--- src/rtl/oam_dma_ctrl_if.sv ---
// CPU-side and DMA bus signals of the sprite DMA controller, grouped for oam_dma_ctrl.
// master = controller view, slave = CPU core / bus decode view.
interface oam_dma_ctrl_if;
  logic        i_cpu_valid;
  logic        i_cpu_rnw;
  logic [15:0] i_cpu_addr;
  logic [7:0]  i_cpu_wdata;
  logic [7:0]  i_bus_rdata;
  logic        o_cpu_halt;
  logic        o_bus_en;
  logic        o_bus_rnw;
  logic [15:0] o_bus_addr;
  logic [7:0]  o_bus_wdata;
  logic        o_busy;

  modport master (
    input  i_cpu_valid, i_cpu_rnw, i_cpu_addr, i_cpu_wdata, i_bus_rdata,
    output o_cpu_halt, o_bus_en, o_bus_rnw, o_bus_addr, o_bus_wdata, o_busy
  );

  modport slave (
    output i_cpu_valid, i_cpu_rnw, i_cpu_addr, i_cpu_wdata, i_bus_rdata,
    input  o_cpu_halt, o_bus_en, o_bus_rnw, o_bus_addr, o_bus_wdata, o_busy
  );
endinterface

--- src/rtl/oam_dma_ctrl.sv ---
// Sprite DMA initiator: a CPU write to TRIG_ADDR copies page {P,00..FF} into OAM_ADDR.
// Define OAM_DMA_ALIGN_EN to compile in cycle-parity tracking and the ALIGN state.
module oam_dma_ctrl #(
  parameter logic [15:0] TRIG_ADDR = 16'h4014,
  parameter logic [15:0] OAM_ADDR  = 16'h2004
) (
  input  logic           i_clk_cpu,
  input  logic           i_rst_n,
  oam_dma_ctrl_if.master bus
);

  typedef enum logic [2:0] {
    S_IDLE  = 3'd0,
    S_HALT  = 3'd1,
`ifdef OAM_DMA_ALIGN_EN
    S_ALIGN = 3'd2,
`endif
    S_READ  = 3'd3,
    S_WRITE = 3'd4
  } state_t;

  state_t      state_r, state_s;
  logic [7:0]  page_r, page_s;
  logic [7:0]  idx_r, idx_s;
  logic [7:0]  latch_r, latch_s;
  logic        trigger_s;
  logic        halt_s;
  logic        bus_en_s;
  logic        bus_rnw_s;
  logic [15:0] bus_addr_s;
  logic [7:0]  bus_wdata_s;

`ifdef OAM_DMA_ALIGN_EN
  logic par_r;

  // Free-running cycle parity; READ must land on even cycles
  always_ff @(posedge i_clk_cpu or negedge i_rst_n) begin
    if (!i_rst_n) begin
      par_r <= 1'b0;
    end else begin
      par_r <= ~par_r;
    end
  end
`endif

  assign trigger_s = bus.i_cpu_valid && !bus.i_cpu_rnw && (bus.i_cpu_addr == TRIG_ADDR);

  // State and transfer registers
  always_ff @(posedge i_clk_cpu or negedge i_rst_n) begin
    if (!i_rst_n) begin
      state_r <= S_IDLE;
      page_r  <= 8'h00;
      idx_r   <= 8'h00;
      latch_r <= 8'h00;
    end else begin
      state_r <= state_s;
      page_r  <= page_s;
      idx_r   <= idx_s;
      latch_r <= latch_s;
    end
  end

  // Next-state logic; triggers are only honoured in IDLE
  always_comb begin
    state_s = state_r;
    page_s  = page_r;
    idx_s   = idx_r;
    latch_s = latch_r;
    case (state_r)
      S_IDLE: begin
        if (trigger_s) begin
          page_s  = bus.i_cpu_wdata;
          idx_s   = 8'h00;
          state_s = S_HALT;
        end else begin
          state_s = S_IDLE;
        end
      end
      S_HALT: begin
`ifdef OAM_DMA_ALIGN_EN
        if (par_r) begin
          state_s = S_READ;
        end else begin
          state_s = S_ALIGN;
        end
`else
        state_s = S_READ;
`endif
      end
`ifdef OAM_DMA_ALIGN_EN
      S_ALIGN: begin
        state_s = S_READ;
      end
`endif
      S_READ: begin
        latch_s = bus.i_bus_rdata;
        state_s = S_WRITE;
      end
      S_WRITE: begin
        // idx never wraps into the next page; the last byte ends the transfer
        if (idx_r == 8'hFF) begin
          state_s = S_IDLE;
        end else begin
          idx_s   = idx_r + 8'd1;
          state_s = S_READ;
        end
      end
      default: begin
        state_s = S_IDLE;
      end
    endcase
  end

  // Bus outputs decoded purely from registered state so reset drops them at once
  always_comb begin
    halt_s      = (state_r != S_IDLE);
    bus_en_s    = 1'b0;
    bus_rnw_s   = 1'b1;
    bus_addr_s  = 16'h0000;
    bus_wdata_s = 8'h00;
    case (state_r)
      S_READ: begin
        bus_en_s   = 1'b1;
        bus_addr_s = {page_r, idx_r};
      end
      S_WRITE: begin
        bus_en_s    = 1'b1;
        bus_rnw_s   = 1'b0;
        bus_addr_s  = OAM_ADDR;
        bus_wdata_s = latch_r;
      end
      default: begin
        bus_en_s = 1'b0;
      end
    endcase
  end

  assign bus.o_cpu_halt  = halt_s;
  assign bus.o_busy      = halt_s;
  assign bus.o_bus_en    = bus_en_s;
  assign bus.o_bus_rnw   = bus_rnw_s;
  assign bus.o_bus_addr  = bus_addr_s;
  assign bus.o_bus_wdata = bus_wdata_s;

endmodule
--- src/flat_wrapper.sv ---
// flat-port wrapper written by rule: the top's interface ports become plain ports
module oam_dma_ctrl_flat 
#(
  parameter logic [15:0] TRIG_ADDR = 16'h4014,
  parameter logic [15:0] OAM_ADDR  = 16'h2004
)
  (i_clk_cpu, i_rst_n, bus_i_cpu_valid, bus_i_cpu_rnw, bus_i_cpu_addr, bus_i_cpu_wdata, bus_i_bus_rdata, bus_o_cpu_halt, bus_o_bus_en, bus_o_bus_rnw, bus_o_bus_addr, bus_o_bus_wdata, bus_o_busy);
  oam_dma_ctrl_if bus_i ();
  input  logic i_clk_cpu;
  input  logic i_rst_n;
  input wire logic [$bits(bus_i.i_cpu_valid)-1:0] bus_i_cpu_valid;
  input wire logic [$bits(bus_i.i_cpu_rnw)-1:0] bus_i_cpu_rnw;
  input wire logic [$bits(bus_i.i_cpu_addr)-1:0] bus_i_cpu_addr;
  input wire logic [$bits(bus_i.i_cpu_wdata)-1:0] bus_i_cpu_wdata;
  input wire logic [$bits(bus_i.i_bus_rdata)-1:0] bus_i_bus_rdata;
  output wire logic [$bits(bus_i.o_cpu_halt)-1:0] bus_o_cpu_halt;
  output wire logic [$bits(bus_i.o_bus_en)-1:0] bus_o_bus_en;
  output wire logic [$bits(bus_i.o_bus_rnw)-1:0] bus_o_bus_rnw;
  output wire logic [$bits(bus_i.o_bus_addr)-1:0] bus_o_bus_addr;
  output wire logic [$bits(bus_i.o_bus_wdata)-1:0] bus_o_bus_wdata;
  output wire logic [$bits(bus_i.o_busy)-1:0] bus_o_busy;
  assign bus_i.i_cpu_valid = bus_i_cpu_valid;
  assign bus_i.i_cpu_rnw = bus_i_cpu_rnw;
  assign bus_i.i_cpu_addr = bus_i_cpu_addr;
  assign bus_i.i_cpu_wdata = bus_i_cpu_wdata;
  assign bus_i.i_bus_rdata = bus_i_bus_rdata;
  assign bus_o_cpu_halt = bus_i.o_cpu_halt;
  assign bus_o_bus_en = bus_i.o_bus_en;
  assign bus_o_bus_rnw = bus_i.o_bus_rnw;
  assign bus_o_bus_addr = bus_i.o_bus_addr;
  assign bus_o_bus_wdata = bus_i.o_bus_wdata;
  assign bus_o_busy = bus_i.o_busy;
  oam_dma_ctrl #(.TRIG_ADDR(TRIG_ADDR), .OAM_ADDR(OAM_ADDR)) u_core (.i_clk_cpu(i_clk_cpu), .i_rst_n(i_rst_n), .bus(bus_i));
endmodule
--- config.mk ---
export PLATFORM = sky130hd
export DESIGN_NAME = oam_dma_ctrl_flat
export DESIGN_NICKNAME = d
export VERILOG_FILES = /design/src/rtl/oam_dma_ctrl_if.sv /design/src/rtl/oam_dma_ctrl.sv /design/src/flat_wrapper.sv
export SDC_FILE = /design/constraint.sdc
export NUM_CORES = 1
export LEC_CHECK = 0
export ABC_AREA = 1
export BUFFER_PORTS_ARGS = -buffer_cell sky130_fd_sc_hd__buf_2
export CORE_MARGIN = 2
export CORE_UTILIZATION = 48
export CTS_CLUSTER_DIAMETER = 40
export DETAILED_ROUTE_END_ITERATION = 10
export GPL_ROUTABILITY_DRIVEN = 0
export PLACE_DENSITY = 0.8
export SLEW_MARGIN = 15
export SYNTH_ARGS = -nofsm -noshare
export SYNTH_HDL_FRONTEND = slang
export SYNTH_SLANG_ARGS = --single-unit
--- constraint.sdc ---
create_clock -name i_clk_cpu -period 1.59 [get_ports i_clk_cpu]
set_input_delay 0.159 -clock i_clk_cpu [delete_from_list [all_inputs] [get_ports i_clk_cpu]]
set_output_delay 0.159 -clock i_clk_cpu [all_outputs]
set_load 0.05 [all_outputs]
## Word-level counts from Yosys, hierarchy flattened

Index checks and enable logic that the tools add are counted.
Widths: inputs -> output; s select.

| storage, ports and cells | value |
|---|---|
| output and inout bits | 28 |
| bits in registers | 27 |
| input port bits | 36 |
| logic and storage cells | 31 |

| cells by class | value |
|---|---|
| eq/ne operators | 7 |
| add/sub/neg operators | 1 |
| mux-type cells | 10 |
| reduce and logical (&&, ||, !) cells | 9 |

Operators by type and width:

| operator | count |
|---|---|
| $pmux 16 s2 | 1 |
| $mux 8 | 3 |
| $eq 16x15->1 const B | 1 |
| $pmux 8 s2 | 1 |
| $pmux 3 s4 | 1 |
| $add 8x1->8 const B | 1 |
| $eq 8x8->1 const B | 1 |
| $eq 3x1->1 const B | 1 |
| $eq 3x2->1 const B | 1 |
| $eq 3x3->1 const B | 1 |
| $logic_not 3->1 | 1 |
| $mux 1 | 3 |
| $reduce_and 3->1 | 1 |
| $reduce_bool 3->1 | 1 |
| $logic_and 1x1->1 | 2 |
| $mux 2 | 1 |
| $ne 2x1->1 const B | 1 |
| $ne 2x2->1 const B | 1 |
| $reduce_and 2->1 | 1 |
| $reduce_bool 2->1 | 1 |
| $reduce_or 2->1 | 1 |
| $logic_not 1->1 | 1 |

## Depth between registers and ports, before layout

Gate-level depths: netlist of the first run.

| logic depth | value |
|---|---|
| depth after elaboration | 5 |
| mapped depth | 8 |
| mapped depth without buffers | 7 |

## Worst setup path after synthesis of the first run

OpenSTA, ideal clock, no wires.

| timing | value |
|---|---|
| kind | register -> output |
| start | register u_core.state_r[1] |
| end | output port bus_o_bus_wdata[1] |
| buffers on the path | 1 |
| path slack | -197 ps |
| arrival time | 1628 ps |
| data required time | 1431 ps |
| stages on the path, launching flop included | 5 |
| cells stage by stage | dfrtp_1 -> nor2_4 -> nand2_2 -> buf_2 -> nor2_1 |

| on the way | value |
|---|---|
| word-level cells in the longest chain between the ends | 2 |

Ends and longest elaborated chain:

| item | line | RTL |
|---|---|---|
| start, declared | oam_dma_ctrl.sv:22 | `state_t state_r, state_s;` |
| start signal, assigned | oam_dma_ctrl.sv:56 | `state_r <= state_s;` |
| $eq 3x3->1 | oam_dma_ctrl.sv:121 | `case (state_r)` |
| $mux 8 | oam_dma_ctrl.sv:121 |  |
| end, declared | flat_wrapper.sv:20 | `output wire logic [$bits(bus_i.o_bus_wdata)-1:0] bus_o_bus_wdata;` |

Every way passes these cells.

## Final worst setup path of the first run

| timing | value |
|---|---|
| start | register u_core.state_r[1] |
| end | output port bus_o_bus_wdata[4] |

The elaborated chain is that of the path after synthesis.

==> results.sh, run 1 <==
export IMPL_outcome="complete, but fails checks"
export IMPL_violations="setup timing"
export IMPL_initial_core_util_pct=50.81
export IMPL_vias_per_cell=4.727
export IMPL_clk_insertion_delay_late_ns=0.32
export IMPL_area_growth_syn_to_layout_pct=42.08
export IMPL_fin_setup_tns_ns=-0.01474
export IMPL_yosysUniqueCellTypes=25
export IMPL_ys_seq_elements=27
export IMPL_worstMarginPinSlew_ns=0.6025
export IMPL_n_fill_cell=236
export IMPL_crit_path_end_kind="output port"
export IMPL_placed_area_sq_um=1933
export IMPL_multi_input_area_sq_um=793.3
export IMPL_io_buffers=63
export IMPL_via_count=1508
export IMPL_power_density_nw_per_um2=488.3
export IMPL_die_h_um=61.08
export IMPL_dp_hpwl_um=2388
export IMPL_timing_fmax_mhz=623.2
export IMPL_die_w_um=61.08
export IMPL_grt_max_degree=28
export IMPL_final_antenna_net_count=0
export IMPL_synth_area_sq_um=1564
export IMPL_min_period_ns=1.605
export IMPL_cts_sinks=27
export IMPL_finalClockSkew_ns=0.002303
export IMPL_cellLeakagePower_nw=1.268
export IMPL_crit_start="u_core.state_r[1]$_DFF_PN0_"
export IMPL_hold_path_class="in -> reg"
export IMPL_hold_viol=0
export IMPL_cp_required_ns=1.43
export IMPL_rrSetupSlack_ns=0.10
export IMPL_r2r_start="u_core.state_r[1]$_DFF_PN0_"
export IMPL_timing_rr_end="u_core.page_r[7]$_DFFE_PN0P_"
export IMPL_slew_viol_final=0
export IMPL_ff2ff_path_depth=7
export IMPL_ys_seq_area_share_pct=43.20
export IMPL_start_kind="flop"
export IMPL_path_max_fanout=6
export IMPL_route_detailed_drc=0
export IMPL_core_sq_um=3078
export IMPL_setup_viol=1
export IMPL_cts_buffers=3
export IMPL_avgSynthCellArea_sq_um=7.704
export IMPL_first_global_vias=1418
export IMPL_rsz0062_at_grt="true"
export IMPL_wirelength_um=3763
export IMPL_antenna_found_initial=0
export IMPL_fp_row_count=20
export IMPL_htree_levels=1
export IMPL_path_class="reg -> out"
export IMPL_dp_worst_setup_slack_ns=0.09112
export IMPL_wl_per_cell_um=11.80
export IMPL_power_mw=1.085
export IMPL_grt_pass1_wl_um=5671
export IMPL_finalNetCount=313
export IMPL_crit_end="bus_o_bus_wdata[4]"
export IMPL_arrival_ns=1.45
export IMPL_track_usage_pct=20.28
export IMPL_regArea_sq_um=678.2
export IMPL_fin_ws_ns=-0.01474
export IMPL_slowest_delay_ns=0.47
export IMPL_synthCells=203
export IMPL_root_buffer="clkbuf_4"
export IMPL_first_pass_iters=4
export IMPL_ir_worst_vdd_mv=0.4004
export IMPL_drive_gt1_share_pct=48.00
export IMPL_tritoncts="built"
export IMPL_yosys_warnings=0
export IMPL_drt_initial_drc_count=39
export IMPL_drv_cap=0
export IMPL_clockBufferDepth=2
export IMPL_grt_overflow_total=0
export IMPL_io_pins=64
export IMPL_fin_crit_sh_pct=100.9
export IMPL_dieArea_sq_um=3731
export IMPL_slew_headroom_pct=59.83
export IMPL_cpMaxStageDelayCell="dfrtp_2"
export IMPL_cts_clk_slew_worst_paths_ns=0.14
export IMPL_postLayoutCellArea_sq_um=2222
export IMPL_syn_num_nets=240
export IMPL_antennaDiodeCount=0
export IMPL_path_cells="nor2_4 > buf_12 > nand2_4 > nor2_2 > buf_6"
[cell families after synthesis]
logic type	count (synthesis)	synth area share, %
flip-flops	27	43.20
AO/OA/AOI/OAI	18	8.400
XOR/XNOR	1	0.5601
AND/OR/NAND/NOR	111	34.56
buffers and inverters	45	12.48
adder cells (fa/ha/maj)	1	0.7999
[cell usage after synthesis, drive strengths merged]
cell type	instances	share of area (%)
nand4	1	0.40
xor2	1	0.56
buf	5	2.7
ha	1	0.80
nand3	16	8.8
nor2	42	12
clkbuf	1	0.24
nand2	51	13
dfrtp	27	43
o21ai	17	7.4
a21oi	1	1.0
inv	39	9.5
nor3	1	0.32
[worst max-delay path, delay by kind of cell (launching register included)]
kind,cells,cell delay (ns)
flip-flops,1,0.47
AND/OR/NAND/NOR,3,0.34
buffers and inverters,2,0.31
[what timing repair did]
item | 4_1_cts | 5_1_grt
endpoints found under the setup margin | 24 | 33
hold buffers | 1 | 0
pin swaps | 2 | 2
gates resized for setup | 31 | 26
cloned | 0 | 2
hold endpoints to repair | 27 | 0
buffers inserted | 3 | 2
[worst min-delay path by stage]
stage,startpoint,end,slack (ns),depth (start not counted)
global route,bus_i_cpu_wdata[1],u_core.page_r[1]$_DFFE_PN0P_,0.04,3
floorplan,i_rst_n,u_core.idx_r[0]$_DFFE_PN0P_,-0.14,0
detailed placement,i_rst_n,u_core.page_r[3]$_DFFE_PN0P_,0.20,1
finish,bus_i_bus_rdata[3],u_core.latch_r[3]$_DFFE_PN0N_,0.04,3
global placement,i_rst_n,u_core.page_r[0]$_DFFE_PN0P_,0.19,1
CTS,bus_i_bus_rdata[5],u_core.latch_r[5]$_DFFE_PN0N_,0.04,3
[layout make-up]
type                    count  share of cell area, %
multi-input cells         133                  35.70
flip-flops and latches     27                  30.52
repair buffers             72                  23.37
inverters                  39                  6.700
well taps                  44                  2.477
clock buffers               3                  1.014
clock inverters             1                 0.2252
[sequential cells by signal, summed over array words and instances (netlist names)]
signal,cells
u_core.idx_r,8
u_core.latch_r,8
u_core.page_r,8
u_core.state_r,3
[metal layers]
metal / global-route usage [%] / vias up / routed length [um]
li1: - / 755 / -
met2: 36.63 / 53 / 1897
met3: 3.361 / 6 / 212
met1: 24.02 / 694 / 1605
met4: 7.764 / 0 / 48
met5: 0 / - / 0
[metrics by stage]
| stage | instances | utilization, % | hold slack [ns] |
|---|---|---|---|
| finish | 319 | 72.20 | 0.04025 |
| global route | 319 | 72.20 | 0.04142 |
| CTS | 315 | 67.60 | 0.03620 |
| detailed placement | 307 | 62.80 | 0.1961 |
| global placement | 307 | 62.80 | 0.1918 |
| floorplan | 203 | - | -0.1366 |
[where the power goes]
group / switching, mW / internal (mW)
Clock: 0.201 / 0.0942
Combinational: 0.0476 / 0.0425
Sequential: 0.00302 / 0.697
[cell usage in the layout, fill, tap and decap left out, types with 2 or more instances in the layout]
cell,count
nand2_1,46
nand3_2,8
nor2_1,16
inv_2,2
nand3_4,3
dfrtp_2,2
nand3_1,6
clkbuf_4,3
dfrtp_1,25
buf_2,40
inv_1,36
nand2_4,2
buf_6,17
nor2_4,2
o21ai_2,8
nand2_2,3
o21ai_1,7
nor2_2,24
o21ai_0,2
buf_4,13
Power figures use the tool's default switching activity.
==> run 2, diff against run 1 <==
Settings changed: PLACE_DENSITY 0.8 to default, PLACE_DENSITY_LB_ADDON from default to 0.12.
==> run 2 against run 1 <==
Effect of this change:
- global-route usage decreased by 1.4 points
- the flow still finishes with violations (setup timing)
- die area unchanged
- critical path depth decreased by 1
- highest routed layer unchanged
- clock skew increased by 0.0017 ns
- critical endpoint is now bus_o_bus_wdata[7]
- largest power group unchanged
==> results.sh, run 2 (synthesis gave the netlist of run 1 again) <==
export IMPL_outcome="complete, but fails checks"
export IMPL_violations="setup timing"
export IMPL_cellLeakagePower_nw=1.292
export IMPL_tritoncts="built"
export IMPL_arrival_ns=1.47
export IMPL_crit_path_end_kind="output port"
export IMPL_die_h_um=61.08
export IMPL_path_class="reg -> out"
export IMPL_dp_hpwl_um=2258
export IMPL_setup_viol=7
export IMPL_track_usage_pct=18.89
export IMPL_grt_pass1_wl_um=5271
export IMPL_route_detailed_drc=0
export IMPL_power_density_nw_per_um2=459.2
export IMPL_clk_insertion_delay_late_ns=0.32
export IMPL_min_period_ns=1.633
export IMPL_pwr_share_comb_pct=8.1
export IMPL_fp_row_count=20
export IMPL_first_global_vias=1337
export IMPL_slew_viol_final=0
export IMPL_slew_headroom_pct=60.18
export IMPL_place_inst=307
export IMPL_initial_core_util_pct=50.81
export IMPL_cp_required_ns=1.43
export IMPL_worstMarginPinSlew_ns=0.5972
export IMPL_pwr_share_seq_pct=65.0
export IMPL_crit_buf_inv=1
export IMPL_power_share_switching_pct=22.30
export IMPL_drive_gt1_share_pct=46.55
export IMPL_grt_max_degree=28
export IMPL_cts_sinks=27
export IMPL_critPathTopFamily="simple AND/OR/NAND/NOR gates"
export IMPL_via_count=1500
export IMPL_start_kind="flop"
export IMPL_cts_buffers=3
export IMPL_vias_per_cell=4.702
export IMPL_final_common_cell="nand2_1"
export IMPL_io_buffers=63
export IMPL_first_pass_iters=4
export IMPL_io_pins=64
export IMPL_antenna_found_initial=0
export IMPL_timing_fmax_mhz=612.5
export IMPL_dieArea_sq_um=3731
export IMPL_area_growth_syn_to_layout_pct=50.08
export IMPL_finalNetCount=313
export IMPL_finalClockSkew_ns=0.004025
export IMPL_wl_per_cell_um=11.42
export IMPL_pwr_share_clk_pct=27.0
export IMPL_fin_crit_sh_pct=102.7
export IMPL_drv_cap=0
export IMPL_mostFrequentLayoutCells="nand2_1 (45), buf_2 (38), inv_1 (36)"
export IMPL_antennaDiodeCount=0
export IMPL_rsz0062_at_grt="true"
export IMPL_cpMaxStageDelayCell="dfrtp_2"
export IMPL_slowest_delay_ns=0.47
export IMPL_root_buffer="clkbuf_4"
export IMPL_fin_setup_tns_ns=-0.1752
export IMPL_die_w_um=61.08
export IMPL_final_antenna_net_count=0
export IMPL_power_internal_mw=0.8375
export IMPL_dp_worst_setup_slack_ns=0.08720
export IMPL_fin_ws_ns=-0.04267
export IMPL_layout_cells_non_filler=319
export IMPL_grt_overflow_total=0
export IMPL_ir_worst_vdd_mv=0.4206
export IMPL_drt_initial_drc_count=42
export IMPL_core_sq_um=3078
export IMPL_p_sw_mw=0.2403
export IMPL_hold_path_class="in -> reg"
export IMPL_fin_util_pct=76.26
export IMPL_whs_ns=0.04254
export IMPL_hold_viol=0
export IMPL_htree_levels=1
export IMPL_wirelength_um=3643
export IMPL_clockBufferDepth=2
export IMPL_cts_clk_slew_worst_paths_ns=0.14
export IMPL_top_regs="u_core.idx_r x8, u_core.latch_r x8, u_core.page_r x8"
export IMPL_path_max_fanout=13
export IMPL_path_cells="nor2_4 > nand2_8 > nor2_1 > buf_6"
run 2: final timing paths:
| check | startpoint | to | slack, ns | depth (start not counted) |
|---|---|---|---|---|
| max in group asynchronous | i_rst_n | u_core.state_r[1]$_DFF_PN0_ | 0.81 | 2 |
| setup reg to reg | u_core.state_r[0]$_DFF_PN0_ | u_core.idx_r[4]$_DFFE_PN0P_ | 0.08 | 7 |
| hold / removal | bus_i_bus_rdata[0] | u_core.latch_r[0]$_DFFE_PN0N_ | 0.04 | 3 |
| setup / recovery | u_core.state_r[0]$_DFF_PN0_ | bus_o_bus_wdata[7] | -0.04 | 4 |
| hold reg to reg | u_core.page_r[0]$_DFFE_PN0P_ | u_core.page_r[0]$_DFFE_PN0P_ | 0.50 | 2 |
| min in group asynchronous | i_rst_n | u_core.idx_r[7]$_DFFE_PN0P_ | 0.36 | 2 |
run 2: routing by layer:
metal | GRT usage [%] | share of wire [%] | vias up
li1 | - | - | 754
met1 | 20.94 | 40 | 703
met2 | 36.17 | 55 | 38
met3 | 2.101 | 4.1 | 5
met4 | 7.764 | 1.2 | 0
met5 | 0 | 0 | -
run 2: final cells by class:
class                           instances  area, sq um
Tap cell                               44        55.05
Clock buffer                            4        26.28
Timing Repair Buffer                   73        589.3
Multi-Input combinational cell        132        844.6
Sequential cell                        27        678.2
Inverter                               39        153.9
Fill cell                             232        730.7
run 2: worst register-to-register path, stage by stage, from the launching register on:
cell	delay, ns
dfrtp_2	0.47
nor2_4	0.23
nand2_8	0.12
buf_4	0.17
a21oi_4	0.19
inv_4	0.10
nand3_2	0.08
nand2_1	0.06
run 2: power by group through the flow:
stage	combinational [mW]	sequential (mW)	clock [mW]
floorplan	0.0268	0.712	0
global placement	0.0828	0.712	0
detailed placement	0.0848	0.713	0
CTS	0.0866	0.700	0.306
global route	0.102	0.701	0.333
finish	0.0868	0.700	0.291
run 2: metrics by stage:
step / area, sq um / total power [mW]
after global placement: 1933 / 0.7953
after global routing: 2347 / 1.136
final: 2347 / 1.078
after detailed placement: 1933 / 0.7976
after CTS: 2081 / 1.092
after floorplan: 1587 / 0.7390
run 2: what timing repair did:
action,in CTS,in global routing
setup buffers,3,3
hold endpoints to repair,27,0
setup endpoints to repair,26,37
gates cloned,0,1
hold buffers,1,0
gates resized for setup,32,58
pin swaps,1,1
==> run 3, diff against run 2 <==
Settings changed: CORE_UTILIZATION 48 to 50.
Clock period 1.59 ns to 1.91 ns, I/O delays scaled along.
==> run 3 against run 2 <==
Effect of this change:
- the run now ends clean
- sequential power fell by 17%
- via count fell by 7.1%
- clock skew fell by 0.0016 ns
- hold slack improved by 0.025 ns
- count of clock-buffer cells in the layout did not move
- critical path type unchanged
- critical endpoint unchanged
- largest power group unchanged
==> results.sh, run 3 (synthesis gave the netlist of run 1 again) <==
export IMPL_setup_viol=0
export IMPL_finalNetCount=305
export IMPL_clockBufferDepth=2
export IMPL_arrival_ns=1.59
export IMPL_rsz0062_at_grt="false"
export IMPL_min_period_ns=1.783
export IMPL_root_buffer="clkbuf_4"
export IMPL_grt_max_degree=28
export IMPL_path_cells="nor2_4 > nand2_2 > nor2_1 > buf_2"
export IMPL_drive_gt1_share_pct=37.83
export IMPL_start_kind="flop"
export IMPL_cp_required_ns=1.72
export IMPL_die_h_um=59.93
export IMPL_hold_viol=0
export IMPL_mostFrequentLayoutCells="buf_2 (56), nand2_1 (46), nor2_1 (36), inv_1 (36), dfrtp_1 (27)"
export IMPL_crit_path_end_kind="output port"
export IMPL_path_max_fanout=15
export IMPL_dp_hpwl_um=2333
export IMPL_cts_sinks=27
export IMPL_dp_worst_setup_slack_ns=0.3877
export IMPL_initial_core_util_pct=52.08
export IMPL_slew_viol_final=0
export IMPL_power_density_nw_per_um2=459.3
export IMPL_finalClockSkew_ns=0.002461
export IMPL_drt_initial_drc_count=52
export IMPL_vias_per_cell=4.643
export IMPL_antennaDiodeCount=0
export IMPL_cpMaxStageDelayCell="dfrtp_1"
export IMPL_final_common_cell="buf_2"
export IMPL_outcome="finished, final reports clean"
export IMPL_dieArea_sq_um=3592
export IMPL_clk_insertion_delay_late_ns=0.32
export IMPL_tritoncts="built"
export IMPL_worstMarginPinSlew_ns=0.5988
export IMPL_fp_row_count=20
export IMPL_wirelength_um=3065
export IMPL_track_usage_pct=18.98
export IMPL_antenna_found_initial=0
export IMPL_timing_fmax_mhz=560.8
export IMPL_first_pass_iters=4
export IMPL_final_antenna_net_count=0
export IMPL_io_buffers=63
export IMPL_drv_cap=0
export IMPL_grt_pass1_wl_um=5195
export IMPL_route_detailed_drc=0
export IMPL_fin_ws_ns=0.1269
export IMPL_fin_crit_sh_pct=93.36
export IMPL_area_growth_syn_to_layout_pct=24.72
export IMPL_grt_overflow_total=0
export IMPL_cellLeakagePower_nw=1.221
export IMPL_place_inst=295
export IMPL_htree_levels=1
export IMPL_path_class="reg -> out"
export IMPL_cts_buffers=3
export IMPL_ir_worst_vdd_mv=0.3452
export IMPL_top_regs="u_core.idx_r x8, u_core.latch_r x8, u_core.page_r x8"
export IMPL_core_sq_um=3003
export IMPL_cts_clk_slew_worst_paths_ns=0.14
export IMPL_wl_per_cell_um=10.22
export IMPL_die_w_um=59.93
export IMPL_slew_headroom_pct=60.08
export IMPL_fin_setup_tns_ns=0
export IMPL_first_global_vias=1249
export IMPL_hold_path_class="in -> reg"
export IMPL_postCtsSetupBuffers=0
export IMPL_io_pins=64
export IMPL_slowest_delay_ns=0.47
export IMPL_via_count=1393
export IMPL_layout_cells_non_filler=300
run 3: cell types whose count changed in the layout (fill, tap and decap cells not counted), moves of 4 or more:
cell      previous run  this run
buf_6               21         0
buf_2               38        56
nor2_1              20        36
nor2_4              16         2
clkbuf_4             3        10
buf_4                7         2
buf_8                4         0
run 3: repair_timing:
item / in CTS / in global routing
hold buffers: 1 / 0
gates resized for setup: 0 / 8
endpoints found under the setup margin: 0 / 9
hold endpoints to repair: 27 / 0
run 3: path summary, 6_finish.rpt:
path	startpoint	endpoint	slack (ns)	cells after the start
setup / recovery	u_core.state_r[1]$_DFF_PN0_	bus_o_bus_wdata[7]	0.13	4
hold / removal	bus_i_bus_rdata[2]	u_core.latch_r[2]$_DFFE_PN0N_	0.07	3
setup reg to reg	u_core.state_r[1]$_DFF_PN0_	u_core.page_r[0]$_DFFE_PN0P_	0.38	6
hold reg to reg	u_core.page_r[2]$_DFFE_PN0P_	u_core.page_r[2]$_DFFE_PN0P_	0.50	2
max in group asynchronous	i_rst_n	u_core.idx_r[0]$_DFFE_PN0P_	1.12	2
min in group asynchronous	i_rst_n	u_core.idx_r[6]$_DFFE_PN0P_	0.40	2
run 3: area by class of cell:
type,count,area (sq um)
flip-flops and latches,27,675.6
multi-input cells,131,700.7
fillers,299,1052
clock buffers,4,26.28
inverters,39,148.9
well taps,33,41.29
repair buffers,66,357.8
run 3: routing by layer:
metal  global-route usage [%]  up-vias  part of all wire (%)
met3                    2.814        4                   6.0
li1                         -      734                     -
met1                    25.00      611                    45
met4                    6.667        0                   1.0
met2                    31.68       44                    48
met5                        0        -                     0
run 3: stage by stage:
stage / utilization (%) / cell area [sq um] / power, mW / hold slack [ns]
floorplan: - / 1564 / 0.6152 / -0.1046
CTS: 64.13 / 1926 / 0.9121 / 0.05532
finish: 64.96 / 1951 / 0.8959 / 0.06777
detailed placement: 62.92 / 1889 / 0.6641 / 0.2321
global route: 64.96 / 1951 / 0.9364 / 0.05593
global placement: 62.92 / 1889 / 0.6628 / 0.2359
run 3: where the power goes:
group	internal [mW]	leakage, nW	switching [mW]
Combinational	0.0351	0.889	0.0352
Clock	0.0818	0.0150	0.161
Sequential	0.580	0.317	0.00256
run 3: critical path, delay by kind of cell, from the launching register on:
family        cells  cell delay, ns
flops             1            0.47
simple gates      3            0.53
buf+inv           1            0.27
